<file path="src/rtl/pwm_frame_feeder_if.sv">
// Bundle between the duty-word source and pwm_frame_feeder, carrying the source handshake and the PWM frame stream.
// A word moves on a rising edge where in_valid && in_ready; the source keeps in_data stable while it waits.
interface pwm_frame_feeder_if #(
   parameter int DWIDTH = 8
);
   logic              in_valid;
   logic              in_ready;
   logic [DWIDTH-1:0] in_data;
   logic              flush;
   logic              start;
   logic [DWIDTH-1:0] data;
   logic              busy;
   logic              replay;
   logic [15:0]       frames_sent;

   modport master (
      output in_valid, in_data, flush,
      input  in_ready, start, data, busy, replay, frames_sent
   );

   modport slave (
      input  in_valid, in_data, flush,
      output in_ready, start, data, busy, replay, frames_sent
   );
endinterface

</file>
<file path="src/rtl/pwm_frame_feeder.sv">
// Ping-pong frame buffer that emits each frame as a start pulse plus STAGE words for the PWM.
// Define PWM_FEEDER_REPEAT_EN to replay the last streamed frame whenever no new frame is ready.
module pwm_frame_feeder #(
   parameter int STAGE      = 8,
   parameter int DWIDTH     = 8,
   parameter int GAP_CYCLES = 2
) (
   input  logic              clkfordata,
   input  logic              rst_n,
   pwm_frame_feeder_if.slave bus,
   output logic [1:0]        dbg_state_o
);
   localparam int IW = $clog2(STAGE);
   localparam logic [IW-1:0] LAST = IW'(STAGE - 1);

   typedef enum logic [1:0] {IDLE = 2'd0, SEND = 2'd1, GAP = 2'd2} state_e;

   state_e            state_q, state_d;
   logic [DWIDTH-1:0] mem_q [2][STAGE];
   logic [1:0]        full_q, full_d;
   logic              wr_bank_q, wr_bank_d, rd_bank_q, rd_bank_d;
   logic [IW-1:0]     wr_idx_q, wr_idx_d, rd_idx_q, rd_idx_d;
   logic [3:0]        gap_cnt_q, gap_cnt_d;
   logic              start_q, start_d;
   logic [DWIDTH-1:0] data_q, data_d;
   logic [15:0]       frames_q, frames_d;
   logic              in_ready, accept, replaying;

`ifdef PWM_FEEDER_REPEAT_EN
   logic [DWIDTH-1:0] shadow_q [STAGE];
   logic [DWIDTH-1:0] shadow_d [STAGE];
   logic              shadow_vld_q, shadow_vld_d, replay_q, replay_d;
   assign replaying = replay_q;
`else
   assign replaying = 1'b0;
`endif

   assign in_ready = !full_q[wr_bank_q] && !bus.flush;
   assign accept   = bus.in_valid && in_ready;

   // Storage needs no reset: the full flags decide whether a bank's contents are meaningful.
   always_ff @(posedge clkfordata) begin
      if (accept) mem_q[wr_bank_q][wr_idx_q] <= bus.in_data;
   end

   always_comb begin
      state_d   = state_q;
      full_d    = full_q;
      wr_bank_d = wr_bank_q;
      wr_idx_d  = wr_idx_q;
      rd_bank_d = rd_bank_q;
      rd_idx_d  = rd_idx_q;
      gap_cnt_d = gap_cnt_q;
      start_d   = 1'b0;
      data_d    = '0;
      frames_d  = frames_q;
`ifdef PWM_FEEDER_REPEAT_EN
      shadow_d     = shadow_q;
      shadow_vld_d = shadow_vld_q;
      replay_d     = replay_q;
`endif

      if (bus.flush) begin
         wr_idx_d = '0;
      end else if (accept) begin
         if (wr_idx_q == LAST) begin
            full_d[wr_bank_q] = 1'b1;
            wr_bank_d         = !wr_bank_q;
            wr_idx_d          = '0;
         end else begin
            wr_idx_d = wr_idx_q + IW'(1);
         end
      end

      case (state_q)
         IDLE: begin
`ifdef PWM_FEEDER_REPEAT_EN
            replay_d = 1'b0;
`endif
            if (full_q[rd_bank_q]) begin
               start_d  = 1'b1;
               data_d   = mem_q[rd_bank_q][0];
               rd_idx_d = IW'(1);
               state_d  = SEND;
`ifdef PWM_FEEDER_REPEAT_EN
               shadow_d[0] = mem_q[rd_bank_q][0];
`endif
            end
`ifdef PWM_FEEDER_REPEAT_EN
            else if (shadow_vld_q) begin
               start_d  = 1'b1;
               data_d   = shadow_q[0];
               rd_idx_d = IW'(1);
               replay_d = 1'b1;
               state_d  = SEND;
            end
`endif
         end
         SEND: begin
`ifdef PWM_FEEDER_REPEAT_EN
            data_d = replaying ? shadow_q[rd_idx_q] : mem_q[rd_bank_q][rd_idx_q];
            if (!replaying) shadow_d[rd_idx_q] = mem_q[rd_bank_q][rd_idx_q];
`else
            data_d = mem_q[rd_bank_q][rd_idx_q];
`endif
            if (rd_idx_q == LAST) begin
               rd_idx_d  = '0;
               gap_cnt_d = '0;
               state_d   = (GAP_CYCLES == 0) ? IDLE : GAP;
               if (!replaying) begin
                  full_d[rd_bank_q] = 1'b0;
                  rd_bank_d         = !rd_bank_q;
                  frames_d          = frames_q + 16'd1;
`ifdef PWM_FEEDER_REPEAT_EN
                  shadow_vld_d = 1'b1;
`endif
               end
            end else begin
               rd_idx_d = rd_idx_q + IW'(1);
            end
         end
         GAP: begin
`ifdef PWM_FEEDER_REPEAT_EN
            replay_d = 1'b0;
`endif
            // Counting up to GAP_CYCLES inclusive leaves an idle bus cycle before IDLE can restart.
            if (gap_cnt_q == 4'(GAP_CYCLES)) state_d = IDLE;
            else gap_cnt_d = gap_cnt_q + 4'd1;
         end
         default: state_d = IDLE;
      endcase
   end

   always_ff @(posedge clkfordata or negedge rst_n) begin
      if (!rst_n) begin
         state_q   <= IDLE;
         full_q    <= '0;
         wr_bank_q <= 1'b0;
         wr_idx_q  <= '0;
         rd_bank_q <= 1'b0;
         rd_idx_q  <= '0;
         gap_cnt_q <= '0;
         start_q   <= 1'b0;
         data_q    <= '0;
         frames_q  <= '0;
`ifdef PWM_FEEDER_REPEAT_EN
         shadow_q     <= '{default: '0};
         shadow_vld_q <= 1'b0;
         replay_q     <= 1'b0;
`endif
      end else begin
         state_q   <= state_d;
         full_q    <= full_d;
         wr_bank_q <= wr_bank_d;
         wr_idx_q  <= wr_idx_d;
         rd_bank_q <= rd_bank_d;
         rd_idx_q  <= rd_idx_d;
         gap_cnt_q <= gap_cnt_d;
         start_q   <= start_d;
         data_q    <= data_d;
         frames_q  <= frames_d;
`ifdef PWM_FEEDER_REPEAT_EN
         shadow_q     <= shadow_d;
         shadow_vld_q <= shadow_vld_d;
         replay_q     <= replay_d;
`endif
      end
   end

   assign bus.in_ready    = in_ready;
   assign bus.start       = start_q;
   assign bus.data        = data_q;
   assign bus.busy        = (state_q != IDLE);
   assign bus.frames_sent = frames_q;
`ifdef PWM_FEEDER_REPEAT_EN
   assign bus.replay      = replay_q;
`else
   assign bus.replay      = 1'b0;
`endif
   assign dbg_state_o     = state_q;
endmodule

</file>
<file path="src/flat_wrapper.sv">
// flat-port wrapper written by rule: the top's interface ports become plain ports
module pwm_frame_feeder_flat 
#(
   parameter int STAGE      = 8,
   parameter int DWIDTH     = 8,
   parameter int GAP_CYCLES = 2
)
  (clkfordata, rst_n, dbg_state_o, bus_in_valid, bus_in_data, bus_flush, bus_in_ready, bus_start, bus_data, bus_busy, bus_replay, bus_frames_sent);
  pwm_frame_feeder_if #(.DWIDTH(DWIDTH)) bus_i ();
  input  logic clkfordata;
  input  logic rst_n;
  output logic [1:0] dbg_state_o;
  input wire logic [$bits(bus_i.in_valid)-1:0] bus_in_valid;
  input wire logic [$bits(bus_i.in_data)-1:0] bus_in_data;
  input wire logic [$bits(bus_i.flush)-1:0] bus_flush;
  output wire logic [$bits(bus_i.in_ready)-1:0] bus_in_ready;
  output wire logic [$bits(bus_i.start)-1:0] bus_start;
  output wire logic [$bits(bus_i.data)-1:0] bus_data;
  output wire logic [$bits(bus_i.busy)-1:0] bus_busy;
  output wire logic [$bits(bus_i.replay)-1:0] bus_replay;
  output wire logic [$bits(bus_i.frames_sent)-1:0] bus_frames_sent;
  assign bus_i.in_valid = bus_in_valid;
  assign bus_i.in_data = bus_in_data;
  assign bus_i.flush = bus_flush;
  assign bus_in_ready = bus_i.in_ready;
  assign bus_start = bus_i.start;
  assign bus_data = bus_i.data;
  assign bus_busy = bus_i.busy;
  assign bus_replay = bus_i.replay;
  assign bus_frames_sent = bus_i.frames_sent;
  pwm_frame_feeder #(.STAGE(STAGE), .DWIDTH(DWIDTH), .GAP_CYCLES(GAP_CYCLES)) u_core (.clkfordata(clkfordata), .rst_n(rst_n), .bus(bus_i), .dbg_state_o(dbg_state_o));
endmodule
</file>
<file path="config.mk">
export PLATFORM = sky130hd
export DESIGN_NAME = pwm_frame_feeder_flat
export DESIGN_NICKNAME = d
export VERILOG_FILES = /design/src/rtl/pwm_frame_feeder_if.sv /design/src/rtl/pwm_frame_feeder.sv /design/src/flat_wrapper.sv
export SDC_FILE = /design/constraint.sdc
export NUM_CORES = 1
export LEC_CHECK = 0
export CORE_MARGIN = 1.5
export CORE_UTILIZATION = 55
export DETAILED_ROUTE_END_ITERATION = 6
export GPL_TIMING_DRIVEN = 0
export PLACE_DENSITY = 0.75
export SLEW_MARGIN = 20
export SYNTH_ARGS = -nofsm -noshare
export SYNTH_HDL_FRONTEND = slang
export SYNTH_SLANG_ARGS = --single-unit
</file>
<file path="constraint.sdc">
create_clock -name clkfordata -period 3.1 [get_ports clkfordata]
set_input_delay 0.775 -clock clkfordata [delete_from_list [all_inputs] [get_ports clkfordata]]
set_output_delay 0.775 -clock clkfordata [all_outputs]
set_load 0.02 [all_outputs]
</file>
### After elaboration in Yosys (flattened, before gate mapping)

Memories as Yosys holds them, arrays and structs flattened.
Index checks and enable logic that the tools add are counted.

| cells by class | value |
|---|---|
| magnitude comparators | 7 |
| shift-type cells | 0 |
| divide/modulo/power cells | 0 |
| bitwise gates (word level) | 6 |
| multipliers | 0 |
| muxes and demuxes | 37 |
| $add $sub $neg | 4 |
| equality and inequality tests | 9 |
| reduce and logical (&&, ||, !) cells | 19 |

Operators by type and width:

| kind | number |
|---|---|
| $mux 64 | 1 |
| $mux 8 | 4 |
| $bmux 8 s3 | 1 |
| $demux 8 s3 | 1 |
| $add 16x1->16 const B | 1 |
| $mux 2 | 8 |
| $pmux 8 s2 | 1 |
| $mux 3 | 5 |
| $mux 1 | 9 |
| $reduce_and 3->1 | 3 |
| $ge 4x4->1 const B | 2 |
| $mux 4 | 2 |
| $not 3->4 | 2 |
| $pmux 4 s2 | 1 |
| $reduce_bool 2->1 | 4 |
| $add 3x1->3 const B | 2 |
| $eq 3x3->1 const B | 2 |
| $ne 2x1->1 const B | 3 |
| $pmux 2 s3 | 1 |
| $pmux 3 s2 | 1 |
| $logic_and 1x1->1 | 5 |
| $add 4x1->4 const B | 1 |
| $eq 4x2->1 const B | 1 |
| $logic_not 1->1 | 4 |
| other kinds (13) | 17 |

| storage, ports and cells | value |
|---|---|
| memories | 1 |
| latch bits | 0 |
| RAM bits | 128 |
| bits in read-only memories | 0 |
| word-level logic and storage cells | 93 |
| input bits | 12 |
| register bits after elaboration | 41 |
| output and inout port bits | 30 |

Memories:

| memory | depth | width | read ports | clocked after Yosys merged registers in | wr ports | line | source |
|---|---|---|---|---|---|---|---|
| u_core.mem_q | 2 | 64 | 1 | 0 | 1 | pwm_frame_feeder.sv:19 | `logic [DWIDTH-1:0] mem_q [2][STAGE];` |

### Logic depth before layout (Yosys ltp)

| depth | value |
|---|---|
| word-level depth | 11 |
| mapped depth | 7 |
| gate-level depth less buffers | 6 |

### Worst setup path before layout

No wires, ideal clock.

| path | value |
|---|---|
| kind | input to register |
| from | input bus_flush |
| to | memory u_core.mem_q[0][24] (netlist name) (enable) |
| setup time | 383 ps |
| data arrival time | 1,793 ps |
| data required time | 2,717 ps |
| stages on the path | 3 |
| path slack | 924 ps |
| buffers on the path | 0 |
| cell sequence | nor3b_2 -> nand3_1 -> nor3_1 |

| between the ends | value |
|---|---|
| word-level cells in the longest chain between the ends | 5 |

RTL lines:

| element | line | source |
|---|---|---|
| from (decl) | flat_wrapper.sv:15 | `input wire logic [$bits(bus_i.flush)-1:0] bus_flush;` |
| $logic_not 1->1 | pwm_frame_feeder.sv:38 | `assign in_ready = !full_q[wr_bank_q] && !bus.flush;` |
| $logic_and 1x1->1 | pwm_frame_feeder.sv:38 |  |
| $logic_and 1x1->1 | pwm_frame_feeder.sv:39 | `assign accept = bus.in_valid && in_ready;` |
| $mux 1 | pwm_frame_feeder.sv:43 | `if (accept) mem_q[wr_bank_q][wr_idx_q] <= bus.in_data;` |
| $mux 64 (not written as such) | pwm_frame_feeder.sv:43 |  |
| to (decl) | pwm_frame_feeder.sv:19 |  |

Every way passes these cells.

### Worst setup path after layout

| path | value |
|---|---|
| from | input bus_flush |
| to | output bus_in_ready |

| between the ends | value |
|---|---|
| word-level cells in the longest chain between the ends | 2 |

RTL lines:

| element | line | source |
|---|---|---|
| $logic_not 1->1 | pwm_frame_feeder.sv:38 |  |
| $logic_and 1x1->1 | pwm_frame_feeder.sv:38 |  |
| to (decl) | flat_wrapper.sv:16 | `output wire logic [$bits(bus_i.in_ready)-1:0] bus_in_ready;` |

Every way passes these cells.

==> flow_metrics.tcl <==
set metrics [dict create \
    crit_path_max_fanout 5 \
    setup_viol 0 \
    tritoncts "yes" \
    synth_edf_count 128 \
    area_growth_pct 16.78 \
    routabilityCongestion 0.7999 \
    htree_num_levels 4 \
    setup_tns_ps 0 \
    path_cells "clkdlybuf4s50_1, nor2_1, clkdlybuf4s50_1" \
    numCtsBuffers 17 \
    synth_most_common_cell "edfxtp_1" \
    placed_cell_area_mm2 0.007751 \
    cpMaxStageDelayCell "clkdlybuf4s50_1" \
    nets 523 \
    synth_flop_cell "edfxtp_1" \
    p_leak_nw 2.966 \
    synthDistinctLibCells 52 \
    synth_cells 443 \
    end_kind "output pin" \
    hold_class "in2async" \
    drive_gt1_frac 0.1818 \
    finalCritPeriodShare 0.8983 \
    dieArea_mm2 0.01360 \
    ant_nets 0 \
    drv_slew 0 \
    antenna_found_initial 0 \
    num_vias 4042 \
    rsz0062_at_grt "false" \
    fin_worst_skew_ps 11.29 \
    cp_data_arrival_time_ps 2010 \
    ys_seq_elements 169 \
    irDropWorstVdd_v 0.0004788 \
    die_h_um 116.6 \
    hold_viol_final 0 \
    start_util 0.5625 \
    synth_simple_gate_area_frac 0.07086 \
    routedWlPerCell_um 20.68 \
    drc 0 \
    slew_headroom 0.3322 \
    insertion_delay_ps 440 \
    placementRows 41 \
    max-cap-violations 0 \
    core_area_mm2 0.01262 \
    ff_latch_area_mm2 0.004870 \
    synth_compound_area_frac 0.06258 \
    via_per_inst 5.866 \
    root_buffer "clkbuf_16" \
    fill_cells 912 \
    synth_area_leaders "edfxtp_1 54%, dfrtp_1 14%, mux4_2 5.1%" \
    async_flop_share 0.2426 \
    synthesis.area_mm2 0.007098 \
    syn_area_per_cell_um2 16.02 \
    status "complete, no violations" \
    hpwl_um 9438 \
    worst_pin_slew_ps 998.0 \
    worstSetupStartpointType "primary input" \
    clock.fmax_ghz 0.3591 \
    ioPinCount 42 \
    synth_top_family_by_area "multiplexers" \
    grt-ovfl-total 0 \
    synth_top_area_cell "edfxtp_1" \
    ys.warnings.count 0 \
    cts_max_path_buffers 2 \
    synth-xor-area-share 0.02344 \
    synthAdderAreaFrac 0.01234 \
    cts_hold_buf 0 \
    multi_input_area_mm2 0.002056 \
    port_buffers 40 \
    numClockSinks 169 \
    synthMuxAreaShare 0.1178 \
    grt_max_degree 27 \
    die_x_um 116.6 \
    diodes 0 \
    syn_nets 462 \
    netlist_top_cells_count "128 x edfxtp_1, 41 x dfrtp_1, 27 x nand2_1" \
    fin_crit_ps 2785 \
    ys_seq_area_frac 0.6861 \
    critical_path_required_ps 2320 \
    worst_path_largest_cell_delay_ps 600 \
    grt_use_total 0.2298 \
    grt_pass1_wl_um 21960 \
    firstDrtPassIters 5 \
    power.density_mw_per_mm2 750.6 \
    drt_iter0_markers 343 \
    routed_wl_um 14250 \
    crit_type "in2out" \
    path_clk_slew_ps 60 \
    first_global_vias 3968 \
    critPathMostFrequentCell "clkdlybuf4s50_1" \
    cts_post_setup_buffers_inserted 0 \
    synth_top_area_frac 0.5415 \
    post_cts_resized 0 \
    final_cell_area_mm2 0.008289 \
]
sequential cells by signal, indices dropped and copies added (netlist names):
name / flops
u_core.bus.start: 1
u_core.wr_idx_q: 3
u_core.bus.data: 8
u_core.rd_bank_q: 1
u_core.gap_cnt_q: 4
u_core.dbg_state_o: 2
u_core.bus.frames_sent: 16
u_core.mem_q: 128
u_core.rd_idx_q: 3
u_core.full_q: 2
u_core.wr_bank_q: 1
worst max-delay path: cells and delay by family:
kind | cells | cell delay, ps
simple gates | 1 | 140
buf+inv | 2 | 1090
where the power goes:
group	total, mW	switching, mW	internal, mW
Sequential	2.62	0.0796	2.54
Combinational	1.66	0.897	0.763
Clock	1.94	0.838	1.10
Total	6.22	1.81	4.41
path summary, 6_finish.rpt:
path | from | to | slack [ps] | cells after the start
max in group asynchronous | rst_n | u_core.bus.data[3] | 2320 | 2
min in group clkfordata | u_core.bus.frames_sent[13] | u_core.bus.frames_sent[13] | 490 | 1
max reg2reg | u_core.full_q[1] | u_core.mem_q[0][7] | 690 | 5
min | rst_n | u_core.gap_cnt_q[1] | 280 | 1
min reg2reg | u_core.bus.frames_sent[13] | u_core.bus.frames_sent[13] | 490 | 1
max | bus_flush | bus_in_ready | 320 | 3
layout by cell type, fill, tap and decap left out, drive strengths merged, types with 2 or more instances in the layout:
cell and instances:
o31ai 4, xor2 9, mux2 18, and4 2, edfxtp 128, nor2 25, o22ai 9, mux4 16
nor4 3, mux2i 25, nand3 11, buf 20, o32ai 7, a31oi 2, a211oi 8, nor3 7
o2bb2a 7, clkbuf 23, nor2b 3, o21ai 6, clkdlybuf4s50 39, nand2b 8, inv 12, xnor2 10
a21oi 17, nand2 28, ha 7, dfrtp 41, nand4 3, clkinv 7
metal layers:
| layer | track usage | vias up | share of wire | routed length, µm |
|---|---|---|---|---|
| met5 | 0 | - | 0 | 0 |
| met3 | 0.06072 | 35 | 0.067 | 951 |
| li1 | - | 1825 | - | - |
| met4 | 0.09639 | 0 | 0.025 | 352 |
| met2 | 0.3698 | 154 | 0.49 | 7044 |
| met1 | 0.3004 | 2028 | 0.41 | 5902 |
logic make-up (layout without fill, tap and decap cells):
group / count (synthesis) / in the layout
xor gates and xnor gates: 19 / 19
buffers and inverters: 29 / 103
and+or+nand+nor: 96 / 96
DFF: 169 / 169
muxes: 59 / 59
adders and majority gates: 7 / 7
AOI/OAI and AO/OA: 63 / 63
other: 1 / 1
per-stage QoR:
stage	power (mW)	hold WS, ps	setup WS (ps)	instances	util
after global placement	4.264	456.1	-344.7	655	0.6112
after floorplan	3.816	479.4	924.0	443	-
after CTS	6.244	284.0	301.0	689	0.6569
after detailed placement	4.324	487.9	-27.08	657	0.6142
final	6.222	283.9	315.2	689	0.6569
after global routing	6.457	306.3	256.9	689	0.6569
cell type report:
class	instances	area share
clock buffer	21	0.05313
buffer	19	0.01811
tap	172	0.02596
multi-input combinational	245	0.2480
sequential	169	0.5875
clock inverter	11	0.01177
inverter	10	0.004528
timing repair buffer	42	0.05102
(Power assumes the default switching activity.)
